### config.mk
export PLATFORM = sky130hd
export DESIGN_NAME = net_frame_sequencer
export DESIGN_NICKNAME = d
export VERILOG_FILES = /design/src/rtl/net_frame_sequencer.sv
export SDC_FILE = /design/constraint.sdc
export NUM_CORES = 1
export LEC_CHECK = 0
export CORE_AREA = 2 2 88 90
export DETAILED_ROUTE_END_ITERATION = 12
export DIE_AREA = 0 0 90 92
export GPL_TIMING_DRIVEN = 0
export HOLD_SLACK_MARGIN = 0.1
export PLACE_DENSITY = 0.71
export SYNTH_ARGS = -nofsm -noshare
export SYNTH_HDL_FRONTEND = slang
export SYNTH_SLANG_ARGS = --single-unit
### constraint.sdc
create_clock -name clk -period 3.16 [get_ports clk]
set_input_delay 0.632 -clock clk [delete_from_list [all_inputs] [get_ports clk]]
set_output_delay 0.632 -clock clk [all_outputs]
set_load 0.02 [all_outputs]
### src/rtl/net_frame_sequencer.sv
// Frame sequencer for the digit network: forwards one frame of pixels, waits for
// the classification or a timeout, and presents the result on a valid/ready port.
module net_frame_sequencer #(
  parameter int unsigned dataWidth     = 16,
  parameter int unsigned pixels        = 784,
  parameter int unsigned outWidth      = 4,
  parameter int unsigned timeoutCycles = 4095,
  parameter int unsigned cntWidth      = 16
) (
  input  logic                 clk,
  input  logic                 rst_n,
  input  logic                 s_valid,
  input  logic [dataWidth-1:0] s_data,
  input  logic                 s_last,
  output logic                 s_ready,
  output logic                 net_valid,
  output logic [dataWidth-1:0] net_data,
  input  logic                 net_out_valid,
  input  logic [outWidth-1:0]  net_out_data,
  output logic                 res_valid,
  input  logic                 res_ready,
  output logic [outWidth-1:0]  res_digit,
  output logic                 res_err,
  output logic                 busy,
  output logic [cntWidth-1:0]  frame_count
);

  localparam int unsigned PixW = (pixels > 1) ? $clog2(pixels + 1) : 1;
  localparam int unsigned ToW  = (timeoutCycles > 1) ? $clog2(timeoutCycles + 1) : 1;

  typedef enum logic [1:0] {
    S_IDLE   = 2'd0,
    S_STREAM = 2'd1,
    S_WAIT   = 2'd2,
    S_HOLD   = 2'd3
  } state_t;

  state_t                r_state, w_state_nxt;
  logic [PixW-1:0]       r_pix_cnt, w_pix_cnt_nxt;
  logic [ToW-1:0]        r_to_cnt, w_to_cnt_nxt;
  logic                  r_frm_err, w_frm_err_nxt;
  logic                  r_net_valid, w_net_valid_nxt;
  logic [dataWidth-1:0]  r_net_data, w_net_data_nxt;
  logic                  r_res_valid, w_res_valid_nxt;
  logic [outWidth-1:0]   r_res_digit, w_res_digit_nxt;
  logic                  r_res_err, w_res_err_nxt;
  logic                  r_busy, w_busy_nxt;
  logic [cntWidth-1:0]   r_frame_count, w_frame_count_nxt;

  logic                  w_accept;
  logic [PixW-1:0]       w_pix_idx;
  logic                  w_is_last;
  logic                  w_timeout;

  // Ready is forced low while reset is asserted so no word is taken during reset.
  assign s_ready   = rst_n & ((r_state == S_IDLE) | (r_state == S_STREAM));
  assign w_accept  = s_valid & s_ready;
  assign w_pix_idx = (r_state == S_IDLE) ? '0 : r_pix_cnt;
  assign w_is_last = (w_pix_idx == PixW'(pixels - 1));
  assign w_timeout = (r_to_cnt == ToW'(timeoutCycles - 1));

  // State and datapath registers.
  always_ff @(posedge clk) begin
    if (!rst_n) begin
      r_state       <= S_IDLE;
      r_pix_cnt     <= '0;
      r_to_cnt      <= '0;
      r_frm_err     <= 1'b0;
      r_net_valid   <= 1'b0;
      r_net_data    <= '0;
      r_res_valid   <= 1'b0;
      r_res_digit   <= '0;
      r_res_err     <= 1'b0;
      r_busy        <= 1'b0;
      r_frame_count <= '0;
    end else begin
      r_state       <= w_state_nxt;
      r_pix_cnt     <= w_pix_cnt_nxt;
      r_to_cnt      <= w_to_cnt_nxt;
      r_frm_err     <= w_frm_err_nxt;
      r_net_valid   <= w_net_valid_nxt;
      r_net_data    <= w_net_data_nxt;
      r_res_valid   <= w_res_valid_nxt;
      r_res_digit   <= w_res_digit_nxt;
      r_res_err     <= w_res_err_nxt;
      r_busy        <= w_busy_nxt;
      r_frame_count <= w_frame_count_nxt;
    end
  end

  // Next-state and next-output logic.
  always_comb begin
    w_state_nxt       = r_state;
    w_pix_cnt_nxt     = r_pix_cnt;
    w_to_cnt_nxt      = r_to_cnt;
    w_frm_err_nxt     = r_frm_err;
    w_net_valid_nxt   = 1'b0;
    w_net_data_nxt    = r_net_data;
    w_res_valid_nxt   = r_res_valid;
    w_res_digit_nxt   = r_res_digit;
    w_res_err_nxt     = r_res_err;
    w_frame_count_nxt = r_frame_count;

    // s_last only flags framing errors; frame length is fixed.
    if (w_accept) begin
      w_net_valid_nxt = 1'b1;
      w_net_data_nxt  = s_data;
      if (s_last != w_is_last) begin
        w_frm_err_nxt = 1'b1;
      end
    end

    case (r_state)
      S_IDLE, S_STREAM: begin
        if (w_accept) begin
          if (w_is_last) begin
            w_state_nxt   = S_WAIT;
            w_pix_cnt_nxt = '0;
            w_to_cnt_nxt  = '0;
          end else begin
            w_state_nxt   = S_STREAM;
            w_pix_cnt_nxt = w_pix_idx + PixW'(1);
          end
        end
      end
      S_WAIT: begin
        w_to_cnt_nxt = r_to_cnt + ToW'(1);
        // A result arriving on the timeout cycle takes priority.
        if (net_out_valid) begin
          w_state_nxt     = S_HOLD;
          w_res_valid_nxt = 1'b1;
          w_res_digit_nxt = net_out_data;
          w_res_err_nxt   = r_frm_err;
        end else if (w_timeout) begin
          w_state_nxt     = S_HOLD;
          w_res_valid_nxt = 1'b1;
          w_res_digit_nxt = '1;
          w_res_err_nxt   = 1'b1;
        end
      end
      S_HOLD: begin
        if (res_ready) begin
          w_state_nxt       = S_IDLE;
          w_res_valid_nxt   = 1'b0;
          w_res_err_nxt     = 1'b0;
          w_frm_err_nxt     = 1'b0;
          w_frame_count_nxt = r_frame_count + cntWidth'(1);
        end
      end
      default: begin
        w_state_nxt = S_IDLE;
      end
    endcase

    w_busy_nxt = (w_state_nxt != S_IDLE);
  end

  assign net_valid   = r_net_valid;
  assign net_data    = r_net_data;
  assign res_valid   = r_res_valid;
  assign res_digit   = r_res_digit;
  assign res_err     = r_res_err;
  assign busy        = r_busy;
  assign frame_count = r_frame_count;

endmodule

==> results.ini <==
[outcome]
outcome=finished, final reports clean

[timing]
max_freq_ghz=0.350
final_hold_viol_count=0
max_slew_margin_pct=64.7
setup_tns_ns=0
rsz0062_at_grt=no
skew_ns=0.0102
slew_violations=0
setup_violations=0
period_share_pct=90.3
tightestPinTransition_ns=0.529
timing.final.ws_setup_ns=0.306
min_period_ns=2.85

[pwr]
internal_power_w=0.00137
power_switching_share_pct=22.3
comb_power_share_pct=8.9
p_leak_nw=1.43
clockPowerShare_pct=43.1
netSwitchingPower_w=0.000396
finalPower_w=0.00177
ir_worst_vdd_mv=0.248
seq_power_share_pct=48.0
p_per_area_nw_per_um2=464

[die]
initial_core_util_pct=38.0
fp.dieArea_um2=8280
die_w_um=90
core_area_um2=7450
row_count=32
die_height_um=92
ios=67

[global_routing]
grt_start_max_net_pins=11
grt_util_all_layers_pct=18.1
grt_pass1_wl_mm=12.0
antenna_found_initial=0
overflow=0
grt_pass1_vias=2597

[placed_design]
io_buffers=65
finalWeightedCongestion=0.887
pre_cts_ws_ns=0.324
dp_hpwl_mm=5.34

[synthesis]
synth_seq_cells=65
async_flop_share_pct=0
synth_top_area_share_pct=46.0
yosysUniqueCellTypes=49
ys.flop_type=dfxtp_1
synth-edff-count=0
yosys.area.top_type=dfxtp_1
syn_inst=336
synth-seq-area-share_pct=46.0
synthTopCellsByArea=dfxtp_1 46%, nand2_1 7.0%, nand3_1 6.2%
avgSynthCellArea_um2=8.42
syn_nets=366
syn_area_um2=2830
yosysWarnings=0

[hold_path]
hp-class=reg2reg
holdPathEnd=net_data[4]$_SDFFE_PN0N_
min_path_cells=2
hp-start=net_data[4]$_SDFFE_PN0N_

[clock_tree]
cts_buffers=9
post_cts_resize_count=0
clockBufferDepth=2
h-tree-depth=3
clkLatencyLatePin_ns=0.34
path_clk_slew_ns=0.07
clock-sinks=65
post_cts_buffers=0
root_buffer=clkbuf_8
cts_hold_buf=0
cts_tree=built

[job]
cap_violations=0

[drt]
avgViaCountPerCell=5.21
ant_nets=0
dr.pass1.iters=5
totalWireLength_mm=7.22
drc=0
drt-initial-drc-count=135
wire_per_inst_um=13.9
vias=2700

[setup_path]
r2r_end=r_to_cnt[9]$_SDFFE_PN0P_
rr_startpoint=r_state[1]$_SDFF_PN0_
start_kind=register
cp-end-kind=register
regToRegSetupSlack_ns=0.31
worstPathRequired_ns=3.37
criticalPathCategory=reg2reg
crit_fanout=10
crit_arrival_ns=3.06
ff2ff_path_depth=11

[final_layout]
drive_gt1_share_pct=6.73
final_nets=442
diodes=0
final_cell_mix=65 x dfxtp_1, 65 x clkdlybuf4s50_1, 53 x nand2_1
area_delta_synth_final_pct=35.0
fill_cells=710

[how the worst max path moves through the flow]
stage | slack (ns) | start | depth (start not counted) | end
after floorplan | 0.87 | r_state[1]$_SDFF_PN0_ | 9 | r_pix_cnt[6]$_SDFFE_PN0P_
after global placement | 0.35 | rst_n | 5 | s_ready
after detailed placement | 0.32 | rst_n | 5 | s_ready
after CTS | 0.32 | rst_n | 5 | s_ready
after global routing | 0.10 | r_state[1]$_SDFF_PN0_ | 11 | r_to_cnt[1]$_SDFFE_PN0P_
final | 0.31 | r_state[1]$_SDFF_PN0_ | 11 | r_to_cnt[9]$_SDFFE_PN0P_
[worst max-delay path, cell delays in order (launching register included)]
cell	delay, ns
dfxtp_1	0.44
or2_2	0.15
clkbuf_1	0.19
clkbuf_1	0.37
nand2_1	0.12
inv_1	0.07
ha_1	0.23
o2111a_1	0.26
nand4_1	0.26
clkbuf_1	0.34
o311ai_0	0.16
a21oi_1	0.11
[synth_stat cells (5+ instances only)]
cell      count
xnor2_1       5
nand3_1      35
nand2_1      53
o21ai_0       9
nor3_1        5
nand4_1      11
dfxtp_1      65
buf_2         6
nor2_1       23
a21oi_1      19
inv_1         8
mux2i_1       6
or4_1         5
nand2b_1      5
or3_1         8
xor2_1        5
clkbuf_1     11
a31oi_1       6
[final cells by class]
cell class / instances / area, µm² / area share (%)
buffer: 18 / 75.1 / 1.97
sequential: 65 / 1300 / 34.1
clock buffer: 12 / 145 / 3.80
inverter: 9 / 33.8 / 0.885
tap: 102 / 128 / 3.34
multi-input combinational: 244 / 1420 / 37.1
clock inverter: 3 / 65.1 / 1.70
timing repair buffer: 65 / 651 / 17.0
[power groups by stage]
stage	Sequential, W	Combinational, W	Clock [W]
floorplan	0.000888	0.0000521	0
global placement	0.000867	0.000157	0
detailed placement	0.000868	0.000159	0
CTS	0.000850	0.000159	0.000777
global route	0.000852	0.000171	0.000823
finish	0.000850	0.000158	0.000762
[layer usage]
layer  routed length [µm]  vias to the layer above  share of wire [%]  GRT usage [%]
li1                     -                     1362                  -              -
met1                 3130                     1267                 43           20.5
met2                 3640                       62                 50           30.8
met5                    0                        -                  0              0
met4                   92                        0                1.3           9.10
met3                  350                        9                4.9           5.42
[sequential cells by signal (all words and copies together) (netlist names)]
name	flops
busy	1
frame_count	16
net_data	16
net_valid	1
r_frm_err	1
r_pix_cnt	10
r_state	2
r_to_cnt	12
res_digit	4
res_err	1
res_valid	1
[stage by stage]
step	hold WS, ns	cells	instance area (µm²)	util, %
after floorplan	0.440	336	2830	-
after global placement	0.441	503	3610	48.4
after detailed placement	0.448	503	3610	48.4
after CTS	0.459	518	3820	51.2
after global routing	0.481	518	3820	51.2
final	0.458	518	3820	51.2
[kinds of logic (layout without fill, tap and decap cells)]
| logic type | after synthesis | in the layout | synth area share (%) |
|---|---|---|---|
| fa+ha+maj | 4 | 4 | 1.77 |
| compound gates | 61 | 61 | 14.6 |
| flops | 65 | 65 | 46.0 |
| mux | 6 | 6 | 2.12 |
| simple gates | 163 | 163 | 28.5 |
| xor+xnor | 10 | 10 | 3.10 |
| buf+inv | 27 | 107 | 3.85 |
Power figures use the tool's default switching activity.
